`src/rtl/panel_input_if.sv`:
```
// Board-side bundle for panel_input: raw switch/button pins in, conditioned
// controls and CPU clock-enable status out.
interface panel_input_if #(
  parameter int NUM_SW  = 16,
  parameter int NUM_BTN = 5
) ();
  logic [NUM_SW-1:0]  sw_raw;
  logic [NUM_BTN-1:0] btn_raw;
  logic [NUM_SW-1:0]  sw_sync;
  logic [NUM_BTN-1:0] btn_level;
  logic [NUM_BTN-1:0] btn_press;
  logic [NUM_BTN-1:0] btn_release;
  logic               cpu_en;
  logic               halted;
  logic [31:0]        en_count;

  modport master (
    output sw_raw, btn_raw,
    input  sw_sync, btn_level, btn_press, btn_release, cpu_en, halted, en_count
  );

  modport slave (
    input  sw_raw, btn_raw,
    output sw_sync, btn_level, btn_press, btn_release, cpu_en, halted, en_count
  );
endinterface

```
`src/rtl/panel_input.sv`:
```
// panel_input: switch synchronizers, button debouncers with press/release pulses and
// the run/halt/single-step FSM driving cpu_en. Auto-repeat step: PANEL_INPUT_AUTOREPEAT_EN.
module panel_input #(
  parameter int NUM_SW          = 16,
  parameter int NUM_BTN         = 5,
  parameter int DEBOUNCE_CYCLES = 16,
  parameter int RUN_SW          = 0,
  parameter int STEP_BTN        = 0,
  parameter int REPEAT_DELAY    = 64,
  parameter int REPEAT_PERIOD   = 16
) (
  input  logic         clock,
  input  logic         reset,
  panel_input_if.slave io
);

  localparam int DB_W = $clog2(DEBOUNCE_CYCLES);

  typedef enum logic [1:0] {
    S_HALT,
    S_RUN,
    S_STEP
  } state_t;

  logic [NUM_SW-1:0]  sw_s1, sw_s2;
  logic [NUM_BTN-1:0] btn_s1, btn_s2;
  logic [NUM_BTN-1:0] level_q, press_q, rel_q;
  logic [DB_W-1:0]    db_cnt [NUM_BTN];

  state_t      state, state_next;
  logic        cpu_en_q;
  logic [31:0] en_count_q;
  logic        run_sw;
  logic        step_req;

  // NOTE: sequential state uses non-blocking assignments so every flop samples
  // pre-edge values; blocking here would collapse the two synchronizer stages.
  always_ff @(posedge clock) begin
    if (reset) begin
      sw_s1   <= '0;
      sw_s2   <= '0;
      btn_s1  <= '0;
      btn_s2  <= '0;
      level_q <= '0;
      press_q <= '0;
      rel_q   <= '0;
      // NOTE: the debounce counter array is reset explicitly; a press in flight
      // at reset must restart its full stable-time count afterwards.
      for (int i = 0; i < NUM_BTN; i++) db_cnt[i] <= '0;
    end else begin
      sw_s1   <= io.sw_raw;
      sw_s2   <= sw_s1;
      btn_s1  <= io.btn_raw;
      btn_s2  <= btn_s1;
      press_q <= '0;
      rel_q   <= '0;
      for (int i = 0; i < NUM_BTN; i++) begin
        if (btn_s2[i] == level_q[i]) begin
          db_cnt[i] <= '0;
        end else if (db_cnt[i] == DB_W'(DEBOUNCE_CYCLES - 1)) begin
          db_cnt[i]  <= '0;
          level_q[i] <= btn_s2[i];
          press_q[i] <= btn_s2[i];
          rel_q[i]   <= ~btn_s2[i];
        end else begin
          db_cnt[i] <= db_cnt[i] + 1'b1;
        end
      end
    end
  end

  assign run_sw = sw_s2[RUN_SW];

`ifdef PANEL_INPUT_AUTOREPEAT_EN
  localparam int RPT_W = $clog2(REPEAT_DELAY + 1);

  logic [RPT_W-1:0] rpt_cnt;
  logic             rpt_fire;

  assign rpt_fire = (state == S_HALT) && level_q[STEP_BTN] &&
                    (rpt_cnt == RPT_W'(REPEAT_DELAY - 1));

  // Counts held cycles since the debounced press; rewinds by one period after each fire.
  always_ff @(posedge clock) begin
    if (reset) begin
      rpt_cnt <= '0;
    end else if (!level_q[STEP_BTN] || state == S_RUN || state_next == S_RUN) begin
      rpt_cnt <= '0;
    end else if (rpt_fire) begin
      rpt_cnt <= RPT_W'(REPEAT_DELAY - REPEAT_PERIOD);
    end else if (rpt_cnt != RPT_W'(REPEAT_DELAY - 1)) begin
      rpt_cnt <= rpt_cnt + 1'b1;
    end
  end

  assign step_req = press_q[STEP_BTN] | rpt_fire;
`else
  // Repeat timing has no effect in this build.
  localparam int unused_repeat_cfg = REPEAT_DELAY + REPEAT_PERIOD;

  assign step_req = press_q[STEP_BTN];
`endif

  // NOTE: next-state is defaulted before the case so no path leaves it unassigned,
  // which would otherwise infer a latch.
  always_comb begin
    state_next = state;
    unique case (state)
      S_HALT: begin
        if (run_sw)        state_next = S_RUN;
        else if (step_req) state_next = S_STEP;
      end
      S_RUN:   if (!run_sw) state_next = S_HALT;
      S_STEP:  state_next = S_HALT;
      default: state_next = S_HALT;
    endcase
  end

  always_ff @(posedge clock) begin
    if (reset) begin
      state      <= S_HALT;
      cpu_en_q   <= 1'b0;
      en_count_q <= '0;
    end else begin
      state    <= state_next;
      cpu_en_q <= (state_next != S_HALT);
      if (cpu_en_q) en_count_q <= en_count_q + 32'd1;
    end
  end

  assign io.sw_sync     = sw_s2;
  assign io.btn_level   = level_q;
  assign io.btn_press   = press_q;
  assign io.btn_release = rel_q;
  assign io.cpu_en      = cpu_en_q;
  assign io.halted      = (state == S_HALT);
  assign io.en_count    = en_count_q;

endmodule

```
`src/flat_wrapper.sv`:
```
// flat-port wrapper written by rule: the top's interface ports become plain ports
module panel_input_flat 
#(
  parameter int NUM_SW          = 16,
  parameter int NUM_BTN         = 5,
  parameter int DEBOUNCE_CYCLES = 16,
  parameter int RUN_SW          = 0,
  parameter int STEP_BTN        = 0,
  parameter int REPEAT_DELAY    = 64,
  parameter int REPEAT_PERIOD   = 16
)
  (clock, reset, io_sw_raw, io_btn_raw, io_sw_sync, io_btn_level, io_btn_press, io_btn_release, io_cpu_en, io_halted, io_en_count);
  panel_input_if #(.NUM_SW(NUM_SW), .NUM_BTN(NUM_BTN)) io_i ();
  input  logic clock;
  input  logic reset;
  input wire logic [$bits(io_i.sw_raw)-1:0] io_sw_raw;
  input wire logic [$bits(io_i.btn_raw)-1:0] io_btn_raw;
  output wire logic [$bits(io_i.sw_sync)-1:0] io_sw_sync;
  output wire logic [$bits(io_i.btn_level)-1:0] io_btn_level;
  output wire logic [$bits(io_i.btn_press)-1:0] io_btn_press;
  output wire logic [$bits(io_i.btn_release)-1:0] io_btn_release;
  output wire logic [$bits(io_i.cpu_en)-1:0] io_cpu_en;
  output wire logic [$bits(io_i.halted)-1:0] io_halted;
  output wire logic [$bits(io_i.en_count)-1:0] io_en_count;
  assign io_i.sw_raw = io_sw_raw;
  assign io_i.btn_raw = io_btn_raw;
  assign io_sw_sync = io_i.sw_sync;
  assign io_btn_level = io_i.btn_level;
  assign io_btn_press = io_i.btn_press;
  assign io_btn_release = io_i.btn_release;
  assign io_cpu_en = io_i.cpu_en;
  assign io_halted = io_i.halted;
  assign io_en_count = io_i.en_count;
  panel_input #(.NUM_SW(NUM_SW), .NUM_BTN(NUM_BTN), .DEBOUNCE_CYCLES(DEBOUNCE_CYCLES), .RUN_SW(RUN_SW), .STEP_BTN(STEP_BTN), .REPEAT_DELAY(REPEAT_DELAY), .REPEAT_PERIOD(REPEAT_PERIOD)) u_core (.clock(clock), .reset(reset), .io(io_i));
endmodule
```
`config.mk`:
```
export PLATFORM = sky130hd
export DESIGN_NAME = panel_input_flat
export DESIGN_NICKNAME = d
export VERILOG_FILES = /design/src/rtl/panel_input_if.sv /design/src/rtl/panel_input.sv /design/src/flat_wrapper.sv
export SDC_FILE = /design/constraint.sdc
export NUM_CORES = 1
export LEC_CHECK = 0
export ABC_AREA = 1
export CORE_MARGIN = 2
export CORE_UTILIZATION = 55
export DETAILED_ROUTE_END_ITERATION = 7
export PLACE_DENSITY = 0.88
export RECOVER_POWER = 25
export SLEW_MARGIN = 20
export SYNTH_ARGS = -nofsm -noshare
export SYNTH_HDL_FRONTEND = slang
export SYNTH_SLANG_ARGS = --single-unit
```
`constraint.sdc`:
```
create_clock -name clock -period 2 [get_ports clock]
set_input_delay 0.4 -clock clock [delete_from_list [all_inputs] [get_ports clock]]
set_output_delay 0.4 -clock clock [all_outputs]
set_load 0.05 [all_outputs]
```
# Word level (Yosys, flattened, before mapping)

Memory sizes are Yosys's and may differ from the RTL's.
Cells that the tools add are included.

Bits in latches: 0
Register bits: 92
Memory bits (read-only): 0
Memory bits (writable): 20
Input port bits: 23
Memories: 1
Output and inout bits: 65

$add $sub $neg: 6
Reductions and logical operators: 12
Mux-type cells: 76
Shift operators: 0
Bitwise gates (word level): 30
Multipliers: 0
Order comparisons: 0
Divide/modulo/power cells: 0
Equality and inequality tests: 11

Memories:

| name          | words | width | read ports | clocked after Yosys merged registers in | wr ports | RTL line          | text |
|---|---|---|---|---|---|---|---|
| u_core.db_cnt | 5     | 4     | 5          | 0                                       | 5        | panel_input.sv:28 | `logic [DB_W-1:0] db_cnt [NUM_BTN];` |

Operators with widths:

| cell                                          | count |
|---|---|
| two-way mux 4 bit                             | 15 |
| two-way mux 1 bit                             | 57 |
| adder 32 x 1 -> 32 bit, second input constant | 1 |
| adder 4 x 1 -> 4 bit, second input constant   | 5 |
| == test 4 bit, second input constant          | 5 |
| NOT 1 bit                                     | 15 |
| bitwise OR 1 bit                              | 15 |
| OR reduction 3 bit                            | 5 |
| AND reduction 2 bit                           | 5 |
| two-way mux 2 bit                             | 3 |
| == test 1 bit                                 | 5 |
| one-hot mux 2 bit (2 select lines)            | 1 |
| == test 2 x 1 -> 1 bit, second input constant | 1 |
| logical NOT 2 bit                             | 1 |
| nonzero test 2 bit                            | 1 |

# Longest topological paths before layout

Depth in word-level cells: 7
Gate-level depth with buffers: 9
Gate-level depth less buffers: 9

# Worst setup path after synthesis

No wires, ideal clock.

Kind: reg-to-reg
From: register u_core.en_count_q[0] (netlist: u_core.io.en_count[0])
To: register u_core.en_count_q[28] (netlist: u_core.io.en_count[28])
Period minus slack after synthesis: 1.700 ns
Path slack: 0.300 ns
Data required time: 1.890 ns
Arrival time: 1.590 ns
Stages on the path, launching flop included: 9
Path through: dfxtp_1 -> ha_1 -> nand3_1 -> inv_1 -> nand3_1 -> nor2_1 -> nand3_1 -> nand2_1 -> nor2_1

Longest elaborated chain between the ends: 1

RTL lines:

| element                  | RTL line           | text |
|---|---|---|
| start: declaration       | panel_input.sv:32  | `logic [31:0] en_count_q;` |
| start signal: assignment | panel_input.sv:127 | `if (cpu_en_q) en_count_q <= en_count_q + 32'd1;` |
| adder 32 x 1 -> 32 bit   | panel_input.sv:127 |  |

Every way passes these cells.
A chain may end at the register's enable or synchronous reset.

# Final worst setup path

From: register u_core.press_q[0] (netlist: u_core.io.btn_press[0])
To: output io_btn_press[0]

RTL lines:

| element                          | RTL line           | text |
|---|---|---|
| start: declaration               | panel_input.sv:27  | `logic [NUM_BTN-1:0] level_q, press_q, rel_q;` |
| start signal: indexed assignment | panel_input.sv:63  | `press_q[i] <= btn_s2[i];` |
| end: declaration                 | flat_wrapper.sv:20 | `output wire logic [$bits(io_i.btn_press)-1:0] io_btn_press;` |

No word-level cell between the ends.

==> impl_metrics.ini <==
[yosys]
synth_xor_area_share_pct = 2.519
synth_top_area_share_pct = 40.75
synthFlopType = dfxtp_1
synth_enable_flop_cells = 20
synthesis.area_um2 = 4519
yosysUniqueCellTypes = 26
yosys_warnings = 0
synth-compound-area-share_pct = 3.516
synth.area.mux_share_pct = 0
synth-adder-area-share_pct = 1.661
synthSimpleGateAreaFrac_pct = 28.49
async_flop_share_pct = 0
synth_top_family_by_area = simple AND/OR/NAND/NOR gates
avgSynthCellArea_um2 = 7.873
synth_area_leaders = dfxtp_1 (41%), edfxtp_1 (13%), nor2_1 (11%)
ys_seq_area_share_pct = 54.04
ys_seq_elements = 112
synthCells = 574
synth_top_area_cell = dfxtp_1

[route]
initialDrtViolationCount = 188
wl_um = 9532
dr.pass1.iters = 4
wl_met1_um = 4120
met2WireLength_um = 4711
routedWlPerCell_um = 12.01
remaining_drc_errors = 0
wl_met3_um = 581
via_per_inst = 4.816
ant_nets = 0
vias = 3824
top_layer = met4

[cells_and_area]
drive_gt1_share_pct = 8.999
final_cell_mix = nor2_1 (128), inv_1 (104), dfxtp_1 (92)
area_growth_pct = 25.91
nets = 713
antenna_cells = 0
final_common_cell = nor2_1
design_area_um2 = 5690

[worst_hold_path]
hold_path_class = flip-flop to flip-flop
min_from = u_core.sw_s1[12]

[worst_setup_path]
crit_fanout = 2
end_kind = primary output
arrival_ns = 1.53
r2r_start = u_core.io.en_count[0]
worst-path-buf-inv = 1
slowest_stage = clkdlybuf4s50_1
crit_family = buffers and inverters
cpPeakStageDelay_ns = 0.81
worst_ep_required_time_ns = 1.60
start_kind = flip-flop
timing_worst_setup_path_type = flip-flop to primary output
path_cells = clkdlybuf4s50_1
critPathLaunch = u_core.io.btn_press[0]

[cts]
cts_tree = built
clk_pin_slew_ns = 0.11
h-tree-depth = 3
cts_setup_buffers = 0
clock-sinks = 112
cts_hold_buf = 0
ctsRootBufferMaster = clkbuf_8
cts.path.max_buffers = 2
worstSkewPairLatency_ns = 0.37
numCtsBuffers = 9

[floorplanning]
die_x_um = 94.65
rows = 33
die_h_um = 94.65
start_util_pct = 55.84
io_pins = 88
die-area_um2 = 8958
core_area_um2 = 8093

[sta]
hold_ws_ns = 0.4035
tns_ns = 0
rsz0062_at_grt = no
post-route-min-period_ns = 1.933
period_share_pct = 96.65
max_freq_mhz = 517.3
worst_slew_pin_slew_ns = 1.020
skew_ns = 0.01309
setup_violations = 0
relSlewSlack_pct = 32.00
hold_viol = 0
slew_viol_final = 0

[outcome]
status = finished, final reports clean

[grt]
grt_pass1_wl_um = 15700
antenna_found_initial = 0
grt_overflow = 0
track_usage_pct = 22.55
grt_max_degree = 53
grt_pass1_vias = 3606

[job]
max-cap-violations = 0

[power_and_ir_drop]
irDropWorstVdd_mv = 0.4190
leakagePower_nw = 2.623
power_density_nw_per_um2 = 686.1

[placement]
gp_congestion = 0.8854
io_buffers = 87
placed_cell_area_um2 = 5519
post-dp-hpwl_um = 7147
worst register-to-register path, stage by stage (launching register included):
cell and delay, ns:
dfxtp_1 0.42, ha_1 0.22, nand3_1 0.12, inv_1 0.11
nand3_1 0.12, nor2_1 0.26, nand3_1 0.11, nand2_1 0.08
nor2_1 0.04
report_power, final:
| group | internal [mW] | switching, mW | leakage, nW | total (mW) |
|---|---|---|---|---|
| registers | 2.35 | 0.0292 | 0.957 | 2.38 |
| clock network | 0.474 | 0.792 | 0.0900 | 1.27 |
| logic | 0.101 | 0.154 | 1.58 | 0.256 |
| total | 2.93 | 0.976 | 2.62 | 3.90 |
cells in the mapped netlist (8+ instances only):
master	count
edfxtp_1	20
dfxtp_1	92
clkbuf_1	8
xor2_1	11
a21oi_1	15
nor2_1	128
inv_1	104
nand3_1	39
nand4_1	18
o21ai_0	8
nor3_1	9
nand2_1	88
cell type report:
cell class	count	area, um2
flip-flops and latches	112	2442
clock inverters	6	55.05
inverters	105	394.1
clock buffers	10	127.6
multi-input cells	365	1710
repair buffers	91	829.5
fillers	678	2402
well taps	105	131.4
worst paths after layout:
kind / to / slack, ns / depth (start not counted)
max: io_btn_press[0] / 0.07 / 1
min: u_core.io.sw_sync[12] / 0.40 / 2
min reg2reg: u_core.io.sw_sync[12] / 0.40 / 2
max reg2reg: u_core.io.en_count[24] / 0.44 / 8
stage by stage:
step	worst slack, ns	util, %	power [mW]	instances
2_1_floorplan	0.3001	-	2.585	593
3_3_place_gp	0.3970	68.20	2.677	778
3_5_place_dp	0.3418	68.20	2.691	778
4_1_cts	0.002894	70.30	3.945	794
5_1_grt	0.01768	70.32	4.051	794
6_report	0.06697	70.32	3.904	794
kinds of logic (layout without fill, tap and decap cells):
family,count (synthesis),in the layout
compound gates,29,29
xor+xnor,13,13
fa+ha+maj,6,6
buf+inv,116,212
flops,112,112
other cells,1,20
simple gates,297,297
registers in the layout, indices dropped and copies added (netlist names):
signal,flops
u_core.io.btn_release,5
u_core.io.cpu_en,1
u_core.btn_s2,5
u_core.sw_s1,16
u_core.io.en_count,32
u_core.state,2
u_core.db_cnt,20
u_core.io.btn_level,5
u_core.io.sw_sync,16
u_core.btn_s1,5
u_core.io.btn_press,5
what timing repair did:
item | 4_1_cts | 5_1_grt
gates cloned | 0 | 0
setup endpoints to repair | 10 | 2
pin swaps | 0 | 0
gates resized for setup | 10 | 2
layer usage:
layer | GRT usage (%) | vias up
li1 | - | 1971
met1 | 27.01 | 1748
met2 | 39.78 | 95
met3 | 5.028 | 10
met4 | 7.850 | 0
met5 | 0 | -
No activity file was read; power rests on OpenSTA's default activity.
